`src/rtl/ps2_host_tx.sv`:
```
// ps2_host_tx: PS/2 host-to-device command transmitter.
// Inhibits the bus, issues request-to-send, clocks out one byte on device clocks and checks the ACK.
module ps2_host_tx #(
    parameter int INHIBIT_CYCLES = 5000,
    parameter int TIMEOUT_CYCLES = 750000
) (
    input  logic       iClock,
    input  logic       iReset,
    input  logic       iPs2Clk,
    input  logic       iPs2Data,
    output logic       oPs2ClkOe,
    output logic       oPs2DataOe,
    input  logic       iStart,
    input  logic [7:0] iCmd,
    output logic       oBusy,
    output logic       oDone,
    output logic       oError
);
    localparam int IN_W = $clog2(INHIBIT_CYCLES + 1);
    localparam int WD_W = $clog2(TIMEOUT_CYCLES + 1);
    localparam logic [IN_W-1:0] INHIBIT_LAST = IN_W'(INHIBIT_CYCLES - 1);
    localparam logic [WD_W-1:0] TIMEOUT_LAST = WD_W'(TIMEOUT_CYCLES - 1);
    localparam logic [2:0] IDLE      = 3'd0;
    localparam logic [2:0] INHIBIT   = 3'd1;
    localparam logic [2:0] RTS       = 3'd2;
    localparam logic [2:0] SEND      = 3'd3;
    localparam logic [2:0] WAIT_ACK  = 3'd4;
    localparam logic [2:0] WAIT_IDLE = 3'd5;

    logic [2:0]      r_state;
    logic [9:0]      r_shift;
    logic [3:0]      r_bit_cnt;
    logic [IN_W-1:0] r_inh_cnt;
    logic [WD_W-1:0] r_wd_cnt;
    logic            r_clk_s1, r_clk_s2, r_clk_prev, r_dat_s1, r_dat_s2;
    logic            r_clk_oe, r_dat_oe, r_busy, r_done, r_error;
    logic            w_fall, w_watched, w_timeout;

    assign w_fall     = r_clk_prev & ~r_clk_s2;
    assign w_watched  = r_state inside {RTS, SEND, WAIT_ACK, WAIT_IDLE};
    assign w_timeout  = w_watched & ~w_fall & (r_wd_cnt == TIMEOUT_LAST);
    assign oPs2ClkOe  = r_clk_oe;
    assign oPs2DataOe = r_dat_oe;
    assign oBusy      = r_busy;
    assign oDone      = r_done;
    assign oError     = r_error;

    always_ff @(posedge iClock or posedge iReset) begin
        if (iReset) begin
            {r_clk_s1, r_clk_s2, r_clk_prev, r_dat_s1, r_dat_s2} <= '1;
        end else begin
            r_clk_s1   <= iPs2Clk;
            r_clk_s2   <= r_clk_s1;
            r_clk_prev <= r_clk_s2;
            r_dat_s1   <= iPs2Data;
            r_dat_s2   <= r_dat_s1;
        end
    end

    // Watchdog free-runs and is cleared by every device falling edge or explicit state change.
    always_ff @(posedge iClock or posedge iReset) begin
        if (iReset) begin
            r_state   <= IDLE;
            r_shift   <= '0;
            r_bit_cnt <= '0;
            r_inh_cnt <= '0;
            r_wd_cnt  <= '0;
            r_clk_oe  <= 1'b0;
            r_dat_oe  <= 1'b0;
            r_busy    <= 1'b0;
            r_done    <= 1'b0;
            r_error   <= 1'b0;
        end else begin
            r_done   <= 1'b0;
            r_error  <= 1'b0;
            r_wd_cnt <= w_fall ? '0 : r_wd_cnt + 1'b1;
            if (w_timeout) begin
                r_state  <= IDLE;
                r_clk_oe <= 1'b0;
                r_dat_oe <= 1'b0;
                r_busy   <= 1'b0;
                r_error  <= 1'b1;
            end else begin
                case (r_state)
                    IDLE: begin
                        if (iStart) begin
                            r_shift   <= {1'b1, ~^iCmd, iCmd};
                            r_bit_cnt <= '0;
                            r_inh_cnt <= '0;
                            r_wd_cnt  <= '0;
                            r_clk_oe  <= 1'b1;
                            r_busy    <= 1'b1;
                            r_state   <= INHIBIT;
                        end
                    end
                    INHIBIT: begin
                        r_inh_cnt <= r_inh_cnt + 1'b1;
                        if (r_inh_cnt == INHIBIT_LAST) begin
                            r_dat_oe <= 1'b1;
                            r_wd_cnt <= '0;
                            r_state  <= RTS;
                        end
                    end
                    RTS, SEND: begin
                        r_clk_oe <= 1'b0;
                        if (w_fall) begin
                            r_dat_oe  <= ~r_shift[0];
                            r_shift   <= {1'b1, r_shift[9:1]};
                            r_bit_cnt <= r_bit_cnt + 1'b1;
                            r_state   <= (r_bit_cnt == 4'd9) ? WAIT_ACK : SEND;
                        end
                    end
                    WAIT_ACK: begin
                        if (w_fall) begin
                            if (r_dat_s2) begin
                                r_error <= 1'b1;
                                r_busy  <= 1'b0;
                                r_state <= IDLE;
                            end else begin
                                r_state <= WAIT_IDLE;
                            end
                        end
                    end
                    WAIT_IDLE: begin
                        if (r_clk_s2 & r_dat_s2) begin
                            r_done  <= 1'b1;
                            r_busy  <= 1'b0;
                            r_state <= IDLE;
                        end
                    end
                    default: begin
                        r_clk_oe <= 1'b0;
                        r_dat_oe <= 1'b0;
                        r_busy   <= 1'b0;
                        r_state  <= IDLE;
                    end
                endcase
            end
        end
    end
endmodule

```
`config.mk`:
```
export PLATFORM = sky130hd
export DESIGN_NAME = ps2_host_tx
export DESIGN_NICKNAME = d
export VERILOG_FILES = /design/src/rtl/ps2_host_tx.sv
export SDC_FILE = /design/constraint.sdc
export NUM_CORES = 1
export LEC_CHECK = 0
export ABC_AREA = 1
export CORE_MARGIN = 8
export CORE_UTILIZATION = 40
export CTS_CLUSTER_DIAMETER = 100
export DETAILED_ROUTE_END_ITERATION = 7
export GPL_TIMING_DRIVEN = 0
export SYNTH_ARGS = -nofsm -noshare
export SYNTH_HDL_FRONTEND = slang
export SYNTH_SLANG_ARGS = --single-unit
```
`constraint.sdc`:
```
create_clock -name iClock -period 2.6 [get_ports iClock]
set_input_delay 0.65 -clock iClock [delete_from_list [all_inputs] [get_ports iClock]]
set_output_delay 0.65 -clock iClock [all_outputs]
set_load 0.03 [all_outputs]
```
==> impl_metrics.py <==
metrics = {
    "clock_network": {
        "numCtsBuffers": 9,
        "postCtsHoldBufs": 0,
        "cts.sinks": 60,
        "cts.clk_slew.worst_paths_ps": 70,
        "post_cts_resized": 0,
        "post_cts_buffers": 0,
        "clock_latency_ps": 340,
        "htreeDepth": 3,
        "tritoncts": "yes",
        "cts_max_path_buffers": 2,
        "cts_root_buf": "clkbuf_8",
    },
    "sta": {
        "post-route-min-period_ps": 2030,
        "relSlewSlack": 0.518,
        "drv_slew": 0,
        "rsz0062_at_grt": "no",
        "finClkSkew_ps": 8.81,
        "fin_crit_sh": 0.782,
        "setup_viol": 0,
        "hold_viol": 0,
        "max_freq_ghz": 0.492,
        "worstMarginPinSlew_ps": 723,
    },
    "place": {
        "portBuffers": 17,
        "place_hpwl_mm": 5.13,
        "place.gp.congestion": 0.799,
        "place_inst": 524,
    },
    "final_layout": {
        "fin_util": 0.484,
        "drive_gt1_frac": 0.186,
        "nets": 447,
        "syn_to_final_growth_pct": 16.7,
        "n_antenna_cell": 0,
        "stdcell_count": 540,
    },
    "worst_setup_path": {
        "crit_path_cell_trace": "clkdlybuf4s50_1",
        "r2r_start": "r_state[1]",
        "crit_family": "buffers and inverters",
        "crit_start": "oPs2DataOe",
        "critPathMaxStageDelay_ps": 680,
        "crit_arrival_ps": 1380,
        "path_buf_inv": 1,
        "cpMaxStageDelayCell": "clkdlybuf4s50_1",
        "start_kind": "flip-flop",
        "worstPathMaxFanout": 2,
        "endpoint_kind": "output port",
        "required_ps": 1950,
        "crit_type": "reg2out",
    },
    "pwr": {
        "switching_share": 0.369,
        "p_sw_mw": 1.34,
        "irDropWorstVdd_mv": 0.614,
        "p_leak_nw": 1.85,
        "combPwrFrac": 0.369,
        "p_clk_frac": 0.287,
        "intPower_mw": 2.29,
        "power.density_nw_per_um2": 913,
        "seqPwrFrac": 0.345,
    },
    "floorplanning": {
        "dieArea_sq_um": 11700,
        "rows": 33,
        "num_io_pins": 18,
        "die-width_microns": 108,
        "die_h_microns": 108,
        "initial_core_util": 0.414,
        "coreArea_sq_um": 8220,
    },
    "grt": {
        "grt_remaining_overflow": 0,
        "antenna_found_initial": 0,
        "grt_max_degree": 33,
        "grt_pass1_vias": 2627,
        "grt_use_total": 0.129,
        "grt_pass1_wl_mm": 12.2,
    },
    "synthesis": {
        "yosys_warnings": 0,
        "synth_mux_area_frac": 0.0235,
        "synth-compound-area-share": 0.0896,
        "yosysTopAreaCellShare": 0.404,
        "synth_top_family_by_area": "simple AND/OR/NAND/NOR gates",
        "yosysTopAreaCell": "dfrtp_1",
        "syn_area_sq_um": 3410,
        "synth-xor-area-share": 0.0360,
        "synth-adder-area-share": 0.0147,
        "synth.avg_cell_area_sq_um": 8.49,
        "synth_cells": 401,
        "ys_seq_area_frac": 0.443,
        "syn-num-nets": 418,
        "synth_simple_gate_area_frac": 0.321,
        "synth_seq_cells": 60,
        "synth_cell_types": 45,
        "synth_area_leaders": "dfrtp_1 (40%), nand2_1 (8.3%), nor2_1 (6.3%), inv_1 (4.3%), dfstp_2 (3.9%)",
    },
    "routing": {
        "drt-initial-drc-count": 57,
        "viasPerCell": 4.90,
        "num_vias": 2647,
        "drt_wl_total_mm": 6.92,
        "final_antenna_net_count": 0,
        "drt-wirelength-per-cell_microns": 12.8,
        "drc": 0,
        "first_pass_iters": 4,
    },
    "job": {
        "drv_cap": 0,
    },
    "min_path": {
        "hp-start": "r_clk_s1",
        "hp-class": "reg2reg",
    },
    "outcome": {
        "status": "finished clean",
    },
}
flip-flops by register name, summed over array words and instances, names as in the netlist:
signal      count
r_wd_cnt       20
r_inh_cnt      13
r_shift        10
r_bit_cnt       4
r_state         3
oBusy           1
oDone           1
oError          1
oPs2ClkOe       1
oPs2DataOe      1
r_clk_prev      1
r_clk_s1        1
r_clk_s2        1
r_dat_s1        1
r_dat_s2        1
cell type report:
type | instances | area, sq um
plain buffers | 6 | 66.3
clock buffers | 9 | 124
clock inverters | 7 | 124
fillers | 768 | 4240
inverters | 46 | 180
multi-input cells | 289 | 1650
flip-flops and latches | 60 | 1510
well taps | 105 | 131
repair buffers | 18 | 190
worst paths after layout:
| kind | cells after the start | end | slack, ps |
|---|---|---|---|
| max | 1 | oPs2DataOe | 570 |
| min | 0 | r_clk_s2 | 360 |
| max reg2reg | 8 | r_inh_cnt[8] | 820 |
| min reg2reg | 0 | r_clk_s2 | 360 |
| max in group asynchronous | 3 | r_clk_prev | 1180 |
| min in group asynchronous | 2 | r_shift[3] | 750 |
stage by stage:
step	total power [mW]	TNS [ps]	hold WS [ps]	instance area, sq um	worst slack, ps
after global placement	2.59	-37080	347	3710	-669
after detailed placement	2.62	0	347	3730	385
after global routing	3.89	0	360	3980	520
after floorplan	2.31	0	345	3410	474
final	3.63	0	357	3980	568
after CTS	3.69	0	359	3980	548
power groups by stage:
stage	clock network (mW)	registers (mW)	logic (mW)
after floorplan	0	1.28	1.03
after global placement	0	1.26	1.33
after detailed placement	0	1.27	1.35
after CTS	1.08	1.25	1.36
after global routing	1.11	1.27	1.51
final	1.04	1.25	1.34
kinds of logic after synthesis:
family                   count (synthesis)
multiplexers                             8
flip-flops                              60
XOR/XNOR                                14
AND/OR/NAND/NOR                        214
adder cells (fa/ha/maj)                  4
AO/OA/AOI/OAI                           49
buffers and inverters                   52
cells in the mapped netlist (all sizes together):
| library cell | count |
|---|---|
| nand2 | 94 |
| nor2 | 65 |
| dfrtp | 55 |
| inv | 46 |
| nand3 | 26 |
| o21ai | 25 |
| a21oi | 15 |
| nor3 | 11 |
| xnor2 | 9 |
| mux2i | 8 |
| buf | 5 |
| dfstp | 5 |
| nand4 | 5 |
| xor2 | 5 |
| ha | 4 |
| nor3b | 4 |
| and2 | 3 |
| a211oi | 2 |
| a31oi | 2 |
| and3 | 2 |
| nand3b | 2 |
| o31ai | 2 |
| or2 | 2 |
| a22o | 1 |
| clkbuf | 1 |
| o21bai | 1 |
| o41ai | 1 |
cells in the final DEF, fill, tap and decap left out, types with 3 or more instances in the layout:
cell type        count
nor3_2               5
nor3_1               6
mux2i_1              8
xnor2_1              9
o21ai_1              4
dfrtp_1             55
nor2_1              57
nand2_2             13
nand2_4              5
inv_1               38
clkdlybuf4s50_1     17
a21oi_1             15
ha_1                 4
nor2_4               3
nand3_1             24
nand4_1              4
clkbuf_8             9
o21ai_2             10
nor2_2               4
bufinv_16            3
o21ai_0             11
dfstp_2              5
and2_1               3
inv_2                6
nand2_1             75
nor3b_1              4
xor2_1               5
per-layer routing:
layer	GRT usage	up-vias	wire length, microns
met4	0.0411	0	80
li1	-	1349	-
met3	0.0321	12	182
met1	0.162	1251	3330
met5	0	-	0
met2	0.215	35	3320
(Power assumes the default switching activity.)
